==> src/rtl/pe_operand_streamer.sv <==
// Operand streamer: reads matrix A (X*N) and matrix B (N*Y) from two 1-cycle-latency RAMs and
// drives them as gap-free, row-major val/data bursts into the systolic-array front end.
module pe_operand_streamer #(
    parameter int X          = 3,
    parameter int N          = 3,
    parameter int Y          = 3,
    parameter int IN_LEN     = 8,
    parameter int ADDR_WIDTH = 4
) (
    input  logic                  clk,
    input  logic                  sys_rst,
    input  logic                  start,
    input  logic [ADDR_WIDTH-1:0] a_base,
    input  logic [ADDR_WIDTH-1:0] b_base,
    output logic                  busy,
    output logic                  done,
    output logic                  a_rd_en,
    output logic [ADDR_WIDTH-1:0] a_rd_addr,
    input  logic [IN_LEN-1:0]     a_rd_data,
    output logic                  b_rd_en,
    output logic [ADDR_WIDTH-1:0] b_rd_addr,
    input  logic [IN_LEN-1:0]     b_rd_data,
    output logic                  Xin_val,
    output logic [IN_LEN-1:0]     Xin_data,
    output logic                  Yin_val,
    output logic [IN_LEN-1:0]     Yin_data
);

    localparam int A_LEN   = X * N;
    localparam int B_LEN   = N * Y;
    localparam int MAX_LEN = (A_LEN > B_LEN) ? A_LEN : B_LEN;
    localparam int CNT_W   = $clog2(MAX_LEN + 1);

    localparam logic [CNT_W-1:0] A_LAST = CNT_W'(A_LEN);
    localparam logic [CNT_W-1:0] B_LAST = CNT_W'(B_LEN);

    typedef enum logic [1:0] {
        S_IDLE,
        S_ISSUE,
        S_FLUSH,
        S_DONE
    } state_t;

    state_t                state;
    logic                  flush_cnt;
    logic [CNT_W-1:0]      a_cnt;
    logic [CNT_W-1:0]      b_cnt;
    logic [ADDR_WIDTH-1:0] a_base_q;
    logic [ADDR_WIDTH-1:0] b_base_q;
    logic                  a_en_d1;
    logic                  b_en_d1;

    // Control FSM; the two-cycle FLUSH covers the RAM read latency plus the output register.
    // NOTE: every register here is written with <= so all updates use pre-edge values.
    always_ff @(posedge clk) begin
        if (sys_rst) begin
            state     <= S_IDLE;
            flush_cnt <= 1'b0;
            a_cnt     <= '0;
            b_cnt     <= '0;
            a_base_q  <= '0;
            b_base_q  <= '0;
            busy      <= 1'b0;
            done      <= 1'b0;
            a_rd_en   <= 1'b0;
            a_rd_addr <= '0;
            b_rd_en   <= 1'b0;
            b_rd_addr <= '0;
        end else begin
            case (state)
                S_IDLE: begin
                    busy      <= 1'b0;
                    done      <= 1'b0;
                    a_rd_en   <= 1'b0;
                    a_rd_addr <= '0;
                    b_rd_en   <= 1'b0;
                    b_rd_addr <= '0;
                    if (start) begin
                        a_base_q <= a_base;
                        b_base_q <= b_base;
                        a_cnt    <= '0;
                        b_cnt    <= '0;
                        state    <= S_ISSUE;
                    end
                end

                S_ISSUE: begin
                    busy <= 1'b1;
                    // Each stream stops on its own; the address wraps mod 2**ADDR_WIDTH.
                    if (a_cnt != A_LAST) begin
                        a_rd_en   <= 1'b1;
                        a_rd_addr <= a_base_q + ADDR_WIDTH'(a_cnt);
                        a_cnt     <= a_cnt + 1'b1;
                    end else begin
                        a_rd_en   <= 1'b0;
                        a_rd_addr <= '0;
                    end
                    if (b_cnt != B_LAST) begin
                        b_rd_en   <= 1'b1;
                        b_rd_addr <= b_base_q + ADDR_WIDTH'(b_cnt);
                        b_cnt     <= b_cnt + 1'b1;
                    end else begin
                        b_rd_en   <= 1'b0;
                        b_rd_addr <= '0;
                    end
                    if ((a_cnt == A_LAST) && (b_cnt == B_LAST)) begin
                        flush_cnt <= 1'b0;
                        state     <= S_FLUSH;
                    end
                end

                S_FLUSH: begin
                    busy      <= 1'b1;
                    a_rd_en   <= 1'b0;
                    a_rd_addr <= '0;
                    b_rd_en   <= 1'b0;
                    b_rd_addr <= '0;
                    if (flush_cnt) begin
                        state <= S_DONE;
                    end else begin
                        flush_cnt <= 1'b1;
                    end
                end

                S_DONE: begin
                    busy  <= 1'b1;
                    done  <= 1'b1;
                    state <= S_IDLE;
                end

                default: begin
                    state <= S_IDLE;
                end
            endcase
        end
    end

    // Output pipeline: the enable is delayed to line up with RAM data, then registered with it.
    // NOTE: these are reset too, so an aborted job cannot leak a stale beat after reset.
    always_ff @(posedge clk) begin
        if (sys_rst) begin
            a_en_d1  <= 1'b0;
            b_en_d1  <= 1'b0;
            Xin_val  <= 1'b0;
            Xin_data <= '0;
            Yin_val  <= 1'b0;
            Yin_data <= '0;
        end else begin
            a_en_d1  <= a_rd_en;
            b_en_d1  <= b_rd_en;
            Xin_val  <= a_en_d1;
            Xin_data <= a_en_d1 ? a_rd_data : '0;
            Yin_val  <= b_en_d1;
            Yin_data <= b_en_d1 ? b_rd_data : '0;
        end
    end

endmodule

==> config.mk <==
export PLATFORM = sky130hd
export DESIGN_NAME = pe_operand_streamer
export DESIGN_NICKNAME = d
export VERILOG_FILES = /design/src/rtl/pe_operand_streamer.sv
export SDC_FILE = /design/constraint.sdc
export NUM_CORES = 1
export LEC_CHECK = 0
export CORE_ASPECT_RATIO = 1.1
export CORE_MARGIN = 3
export CORE_UTILIZATION = 28
export DETAILED_ROUTE_END_ITERATION = 6
export GPL_TIMING_DRIVEN = 0
export HOLD_SLACK_MARGIN = 0.05
export SYNTH_ARGS = -nofsm -noshare
export SYNTH_HDL_FRONTEND = slang
export SYNTH_SLANG_ARGS = --single-unit
==> constraint.sdc <==
create_clock -name clk -period 2 [get_ports clk]
set_input_delay 0.2 -clock clk [delete_from_list [all_inputs] [get_ports clk]]
set_output_delay 0.2 -clock clk [all_outputs]
set_load 0.05 [all_outputs]
==> run metrics, run 1 <==
vias per cell 4.442; P&R area growth vs syn 37.72%; WP data arrival 1920 ps; Syn Inst Count 205; largest family of logic cells by synthesized area simple AND/OR/NAND/NOR gates; final setup violation count 0; # rows 31; critical path peak fanout 10; fin crit share 86.72%; post-synthesis adder-cell area fraction 11.20%; RSZ-0062 raised after global routing false; starting density of the core 29.78%; Synth top area share 50.22%; total CTS buffers 5; status completed; Die ar. 8321 sq um; R2R depth 6; nets 312; sequential power share 43.2%; Final Max Slew Viols 0; mux cell area share after synthesis 1.723%; Power Internal 1864 uW; Simple-Gate Fraction of Synth Area 18.03%; Worst Setup SP state[1]; layout cell share with drive strength beyond 1 5.204%; hold path startpoint b_rd_data[3]; CTS Hold Bufs 0; Die Ht 95.38 um; XOR/XNOR share of the synthesized area 4.738%; Static Leak 0.001131 uW; Sw Pwr 1032 uW; Worst R2R Setup Slack 270 ps; switch share 35.63%; hold slack 451.2 ps; latest clock arrival within the worst-skew pair 300 ps; required time worst endpoint 2180 ps; Seq/Total Area, Yosys 50.22%; mapped cell area 2033 sq um; CTS tree done; post-synth cell types 32; pre-CTS setup slack 51.58 ps; clock power share 21.9%; post-synth net total 249; vias in the first global route 1530; total power per unit cell area 1034 nW/um^2; core box area 6827 sq um; Logic pwr share 35.0%; Worst Setup End Kind flop; largest net degree at the start of global routing 15; I/O Pins 57; Worst Hold Class input pin to flop; Port Buf Inserts 56; CTS HTree Levels 2; Routed Antenna Nets 0; # Post-CTS Setup Buffers 0; Slew headroom 64.94%; FF-to-FF Start state[1]; Setup TNS Final 0 ps; Hold Fails Final Rpt 0; total gr overflow 0; die width 87.25 um; Bufs on Longest Clock Path 2; CTS resizes 0; DPL Wire Length 3282 um; Clock transition at path regs 90 ps; Residual DRC 0; Worst-Margin Slew 525.9 ps; clk sink count 51; Mean Syn Cell Area 9.918 sq um; Startpoint Class flop; Synthesis Warnings 0; leading area contributor after synthesis dfxtp_1; slowest stage delay, CP 360 ps; CTS root buf clkbuf_8; Setup crit end a_cnt[2]; first-pass GRT wire length 7176 um; Post-Route Utilization 41.02%; #FFs+latches synth 51; Setup CP Type flop to flop; Final min period 1734 ps; initial antenna violation count 0; wire per inst 12.32 um; DR pass1 iterations 5; Compound-Gate Fraction of Synth Area 10.83%; antenna cells 0; Routed WL 4324 um; max_cap viols 0; setup ws final 265.5 ps; global placement routability congestion 0.7418; Max Fclk 0.5765 GHz; Global Route Usage Sum 11.19%; Iteration-0 DRC Markers 44; Area contributors post-synth dfxtp_1, ha_1, and2_1; VDD IR-drop max 0.4606 mV; Clock Skew 6.504 ps; reg2reg end a_cnt[2]; CP cell instances inv_1 > ha_1 > buf_2 > nand2_1 > o21bai_2 > nor2_1; Via Count 1559; CP max stage cell dfxtp_1
==> logic make-up after synthesis <==
family	Yosys count
multiplexers	3
buffers and inverters	17
AND/OR/NAND/NOR	72
AO/OA/AOI/OAI	34
adder cells (fa/ha/maj)	17
flip-flops	51
XOR/XNOR	11
==> cell usage in the layout (no fill, tap or decap), drive strengths merged, types with 2 or more instances in the layout <==
cell / Yosys / layout
clkdlybuf4s50: 0 / 56
dfxtp: 51 / 51
nand2: 19 / 19
and2: 16 / 16
a21oi: 15 / 15
ha: 15 / 15
nor2: 13 / 13
clkbuf: 5 / 13
nand3: 11 / 11
inv: 10 / 10
xor2: 7 / 7
nor2b: 5 / 5
o21ai: 5 / 5
xnor2: 4 / 4
a22o: 4 / 4
a21o: 4 / 4
mux2i: 2 / 2
buf: 2 / 2
nand3b: 2 / 2
or3: 2 / 2
nand4: 2 / 2
fa: 2 / 2
==> per-layer routing <==
layer / track usage [%] / vias to the layer above / part of all wire, %
met5: 0 / - / 0
met4: 4.987 / 0 / 2.0
met3: 2.852 / 6 / 4.1
met2: 18.40 / 28 / 49
met1: 13.70 / 716 / 45
li1: - / 809 / -
==> power by group through the flow <==
stage / Sequential, uW / Combinational (uW) / Clock [uW]
detailed placement: 1270 / 1010 / 0
floorplan: 1480 / 494 / 0
global route: 1270 / 1120 / 698
finish: 1250 / 1010 / 633
global placement: 1270 / 1010 / 0
CTS: 1250 / 1020 / 662
==> sequential cells by signal (all words and copies together), names as in the netlist <==
| register | cells |
|---|---|
| Xin_val | 1 |
| a_rd_en | 1 |
| a_en_d1 | 1 |
| done | 1 |
| busy | 1 |
| state | 2 |
| Yin_val | 1 |
| b_base_q | 4 |
| b_cnt | 4 |
| a_base_q | 4 |
| flush_cnt | 1 |
| Yin_data | 8 |
| b_rd_addr | 4 |
| a_rd_addr | 4 |
| b_en_d1 | 1 |
| b_rd_en | 1 |
| a_cnt | 4 |
| Xin_data | 8 |
==> worst min path at each step <==
| stage | endpoint | slack, ps | cells after the start |
|---|---|---|---|
| 2_1_floorplan | Xin_data[0] | 320 | 1 |
| 3_3_place_gp | a_base_q[2] | 450 | 2 |
| 3_5_place_dp | b_rd_addr[0] | 440 | 2 |
| 4_1_cts | Yin_data[3] | 440 | 2 |
| 5_1_grt | Yin_data[3] | 430 | 2 |
| 6_report | Yin_data[3] | 450 | 2 |
==> worst max-delay path, delay by kind of cell (launching register included) <==
kind                     cells  cell delay (ps)
AND/OR/NAND/NOR              2              350
AO/OA/AOI/OAI                1              310
flip-flops                   1              360
buffers and inverters        2              370
adder cells (fa/ha/maj)      1              230
==> cell type report <==
cell class                      instances  area, sq um
Inverter                               10        37.54
Timing Repair Buffer                   56        560.5
Buffer                                  7        28.78
Fill cell                             661         4026
Tap cell                               82        102.6
Sequential cell                        51         1021
Clock buffer                            8        100.1
Multi-Input combinational cell        137        949.7
==> per-stage QoR <==
step | power, uW | instances | area, sq um
2_1_floorplan | 1970 | 205 | 2033
3_3_place_gp | 2283 | 343 | 2696
3_5_place_dp | 2287 | 343 | 2696
4_1_cts | 2931 | 351 | 2796
5_1_grt | 3084 | 351 | 2800
6_report | 2896 | 351 | 2800
==> cells in the mapped netlist <==
cell        n
or3_1       2
fa_1        2
nand2_1    18
a311oi_1    1
nand3_1    11
a211oi_1    1
a21oi_1    15
xnor2_1     4
a21o_1      4
mux2_4      1
xor2_1      7
o21ai_0     4
o211ai_1    1
nor2_1     13
a21boi_2    1
a2bb2oi_1   1
ha_1       15
o21ai_2     1
nand2_2     1
and2_1     16
buf_2       2
inv_1      10
a22o_1      4
clkbuf_1    5
nand4_1     2
o21bai_1    1
nor2b_1     5
and3b_1     1
nand3b_1    2
mux2i_1     2
nand4b_1    1
dfxtp_1    51
(Power assumes the default switching activity.)
==> run 2: changes to the inputs <==
--- a/config.mk
+++ b/config.mk
@@ -7,10 +7,11 @@
 export LEC_CHECK = 0
 export CORE_ASPECT_RATIO = 1.1
 export CORE_MARGIN = 3
-export CORE_UTILIZATION = 28
+export CORE_UTILIZATION = 47
 export DETAILED_ROUTE_END_ITERATION = 6
 export GPL_TIMING_DRIVEN = 0
 export HOLD_SLACK_MARGIN = 0.05
+export PLACE_DENSITY = 0.79
 export SYNTH_ARGS = -nofsm -noshare
 export SYNTH_HDL_FRONTEND = slang
 export SYNTH_SLANG_ARGS = --single-unit
==> run 2 against run 1 <==
Against the previous run:
- critical path depth did not move
- via count rose by 0.45%
- sequential cell count did not move
- first-iteration DRC count fell by 11%
- wire length fell by 6.4%
- non-clock buffer count did not move
- final cell count fell by 8.5%
- clock power rose by 14%
- core utilization rose by 28 points
- sequential power barely moved
- sequential share of layout area rose by 0.28 points
- count of clock-buffer cells in the layout fell by 3
- critical path type unchanged
- largest power group unchanged
==> run metrics, run 2 (synthesized netlist as in run 1, its figures left out) <==
biggest regs Xin_data x8, Yin_data x8; P&R area growth vs syn 36.68%; hold slack 451.8 ps (+0.5910 ps); Routed WL 4047 um (-6.4%); slowest stage delay, CP 370 ps (about the same); largest net degree at the start of global routing 18 (+3); Routed Antenna Nets 0 (unchanged); core box area 4054 sq um (-41%); RSZ-0062 raised after global routing false; Static Leak 0.001138 uW (+0.64%); Max Fclk 0.5705 GHz (-1.0%); commonest non-fill, non-tap cell in the layout clkdlybuf4s50_1; fin cells 321 (-8.5%); Via Count 1566 (+0.45%); first-pass GRT wire length 6548 um (-8.8%); Final Max Slew Viols 0 (unchanged); Worst Setup SP state[0]; VDD IR-drop max 0.7872 mV (+71%); DPL Wire Length 3035 um (-7.5%); DP Area 2659 sq um (-1.4%); Bufs on Longest Clock Path 2 (unchanged); I/O Pins 57 (unchanged); final setup violation count 0 (unchanged); wire per inst 12.61 um (+2.3%); DR pass1 iterations 4 (-1); critical path peak fanout 10 (unchanged); fin crit share 87.64% (+0.92 points); CP cell instances inv_1 > ha_1 > buf_2 > nand2_1 > o21bai_2 > nor2_1; Iteration-0 DRC Markers 39 (-11%); total gr overflow 0 (unchanged); CTS root buf clkbuf_8; Clock Skew 4.984 ps (-1.520 ps); Die ar. 5152 sq um (-38%); vias in the first global route 1498 (-2.1%); layout cell share with drive strength beyond 1 5.576% (+0.37 points); required time worst endpoint 2190 ps (about the same); CP max stage cell dfxtp_1; Layout fillers 334 (-49%); Global Route Usage Sum 16.75% (+5.6 points); Hold Fails Final Rpt 0 (unchanged); WP data arrival 1940 ps (+20 ps); Setup CP Type flop to flop; Clock transition at path regs 90 ps (about the same); vias per cell 4.879 (+9.8%); nets 312 (unchanged); FF-to-FF Start state[0]; Port Buf Inserts 56 (unchanged); latest clock arrival within the worst-skew pair 300 ps (about the same); initial antenna violation count 0 (unchanged); hold path startpoint b_base[1]; CTS tree done; Startpoint Class flop; total power per unit cell area 1077 nW/um^2 (+4.2%); commonest cells after routing, fill and taps aside clkdlybuf4s50_1, dfxtp_1, nand2_1, and2_1; max_cap viols 0 (unchanged); starting density of the core 50.15% (+20 points); Worst Hold Class input pin to flop; fin area 2779 sq um (-0.76%); die width 68.71 um (-21%); Final min period 1753 ps (+18.36 ps); register area 1021 sq um (unchanged); Die Ht 74.98 um (-21%); CTS Hold Bufs 0 (unchanged); global placement routability congestion 0.7317 (-1.4%); total CTS buffers 5 (unchanged); CTS HTree Levels 2 (unchanged); Worst-Margin Slew 513.6 ps (-12.27 ps); status completed; Worst Setup End Kind flop; Slew headroom 65.65% (+0.71 points); antenna cells 0 (unchanged); Setup TNS Final 0 ps (unchanged); Residual DRC 0 (unchanged); # rows 24 (-23%); clk sink count 51 (unchanged); dpl cells 313 (-8.7%); area of the multi-input gates 949.7 sq um (unchanged)
==> run 2: metal layers <==
metal / share of wire (%) / up-vias / global-route usage [%]
met5: 0 / - / 0
met4: 1.1 / 0 / 5.844
met3: 5.7 / 4 / 3.433
met2: 49 / 43 / 29.59
met1: 44 / 713 / 20.00
li1: - / 806 / -
==> run 2: critical path: cells and delay by family, from the launching register on <==
kind                       cells  cell delay, ps
AOI/OAI and AO/OA              1             320
and+or+nand+nor                2             360
DFF                            1             370
buffers and inverters          2             350
adders and majority gates      1             230
==> run 2: metrics by stage <==
| stage | worst slack, ps | power, uW | util (%) |
|---|---|---|---|
| 6_report | 247.2 | 2994 | 68.55 |
| 5_1_grt | 79.62 | 3165 | 68.55 |
| 4_1_cts | 145.3 | 3019 | 68.46 |
| 3_5_place_dp | 121.4 | 2288 | 65.59 |
| 3_3_place_gp | 159.9 | 2267 | 65.59 |
| 2_1_floorplan | 507.3 | 1970 | - |
==> run 2: cell type report <==
| cell class | instances | area share, % |
|---|---|---|
| Clock buffer | 5 | 2.476 |
| Timing Repair Buffer | 56 | 20.17 |
| Clock inverter | 3 | 1.711 |
| Sequential cell | 51 | 36.74 |
| Multi-Input combinational cell | 137 | 34.17 |
| Buffer | 7 | 1.036 |
| Tap cell | 52 | 2.341 |
| Inverter | 10 | 1.351 |
==> run 2: path summary, 6_finish.rpt <==
| path | end | slack [ps] | depth (start not counted) |
|---|---|---|---|
| min | b_base_q[1] | 450 | 3 |
| max | a_cnt[3] | 250 | 6 |
| max reg2reg | a_cnt[3] | 250 | 6 |
| min reg2reg | b_base_q[2] | 460 | 2 |
==> run 2: where the power goes <==
part           switching, uW  internal (uW)  leakage (uW)  total (uW)
combinational            634            393      0.000665        1030
sequential              90.9           1150      0.000414        1250
clock                    341            379     0.0000587         721
==> run 2: repair_timing <==
action                                  CTS  global route
endpoints found under the setup margin    0             5
buffers inserted                          0             0
resized for setup                         0             1
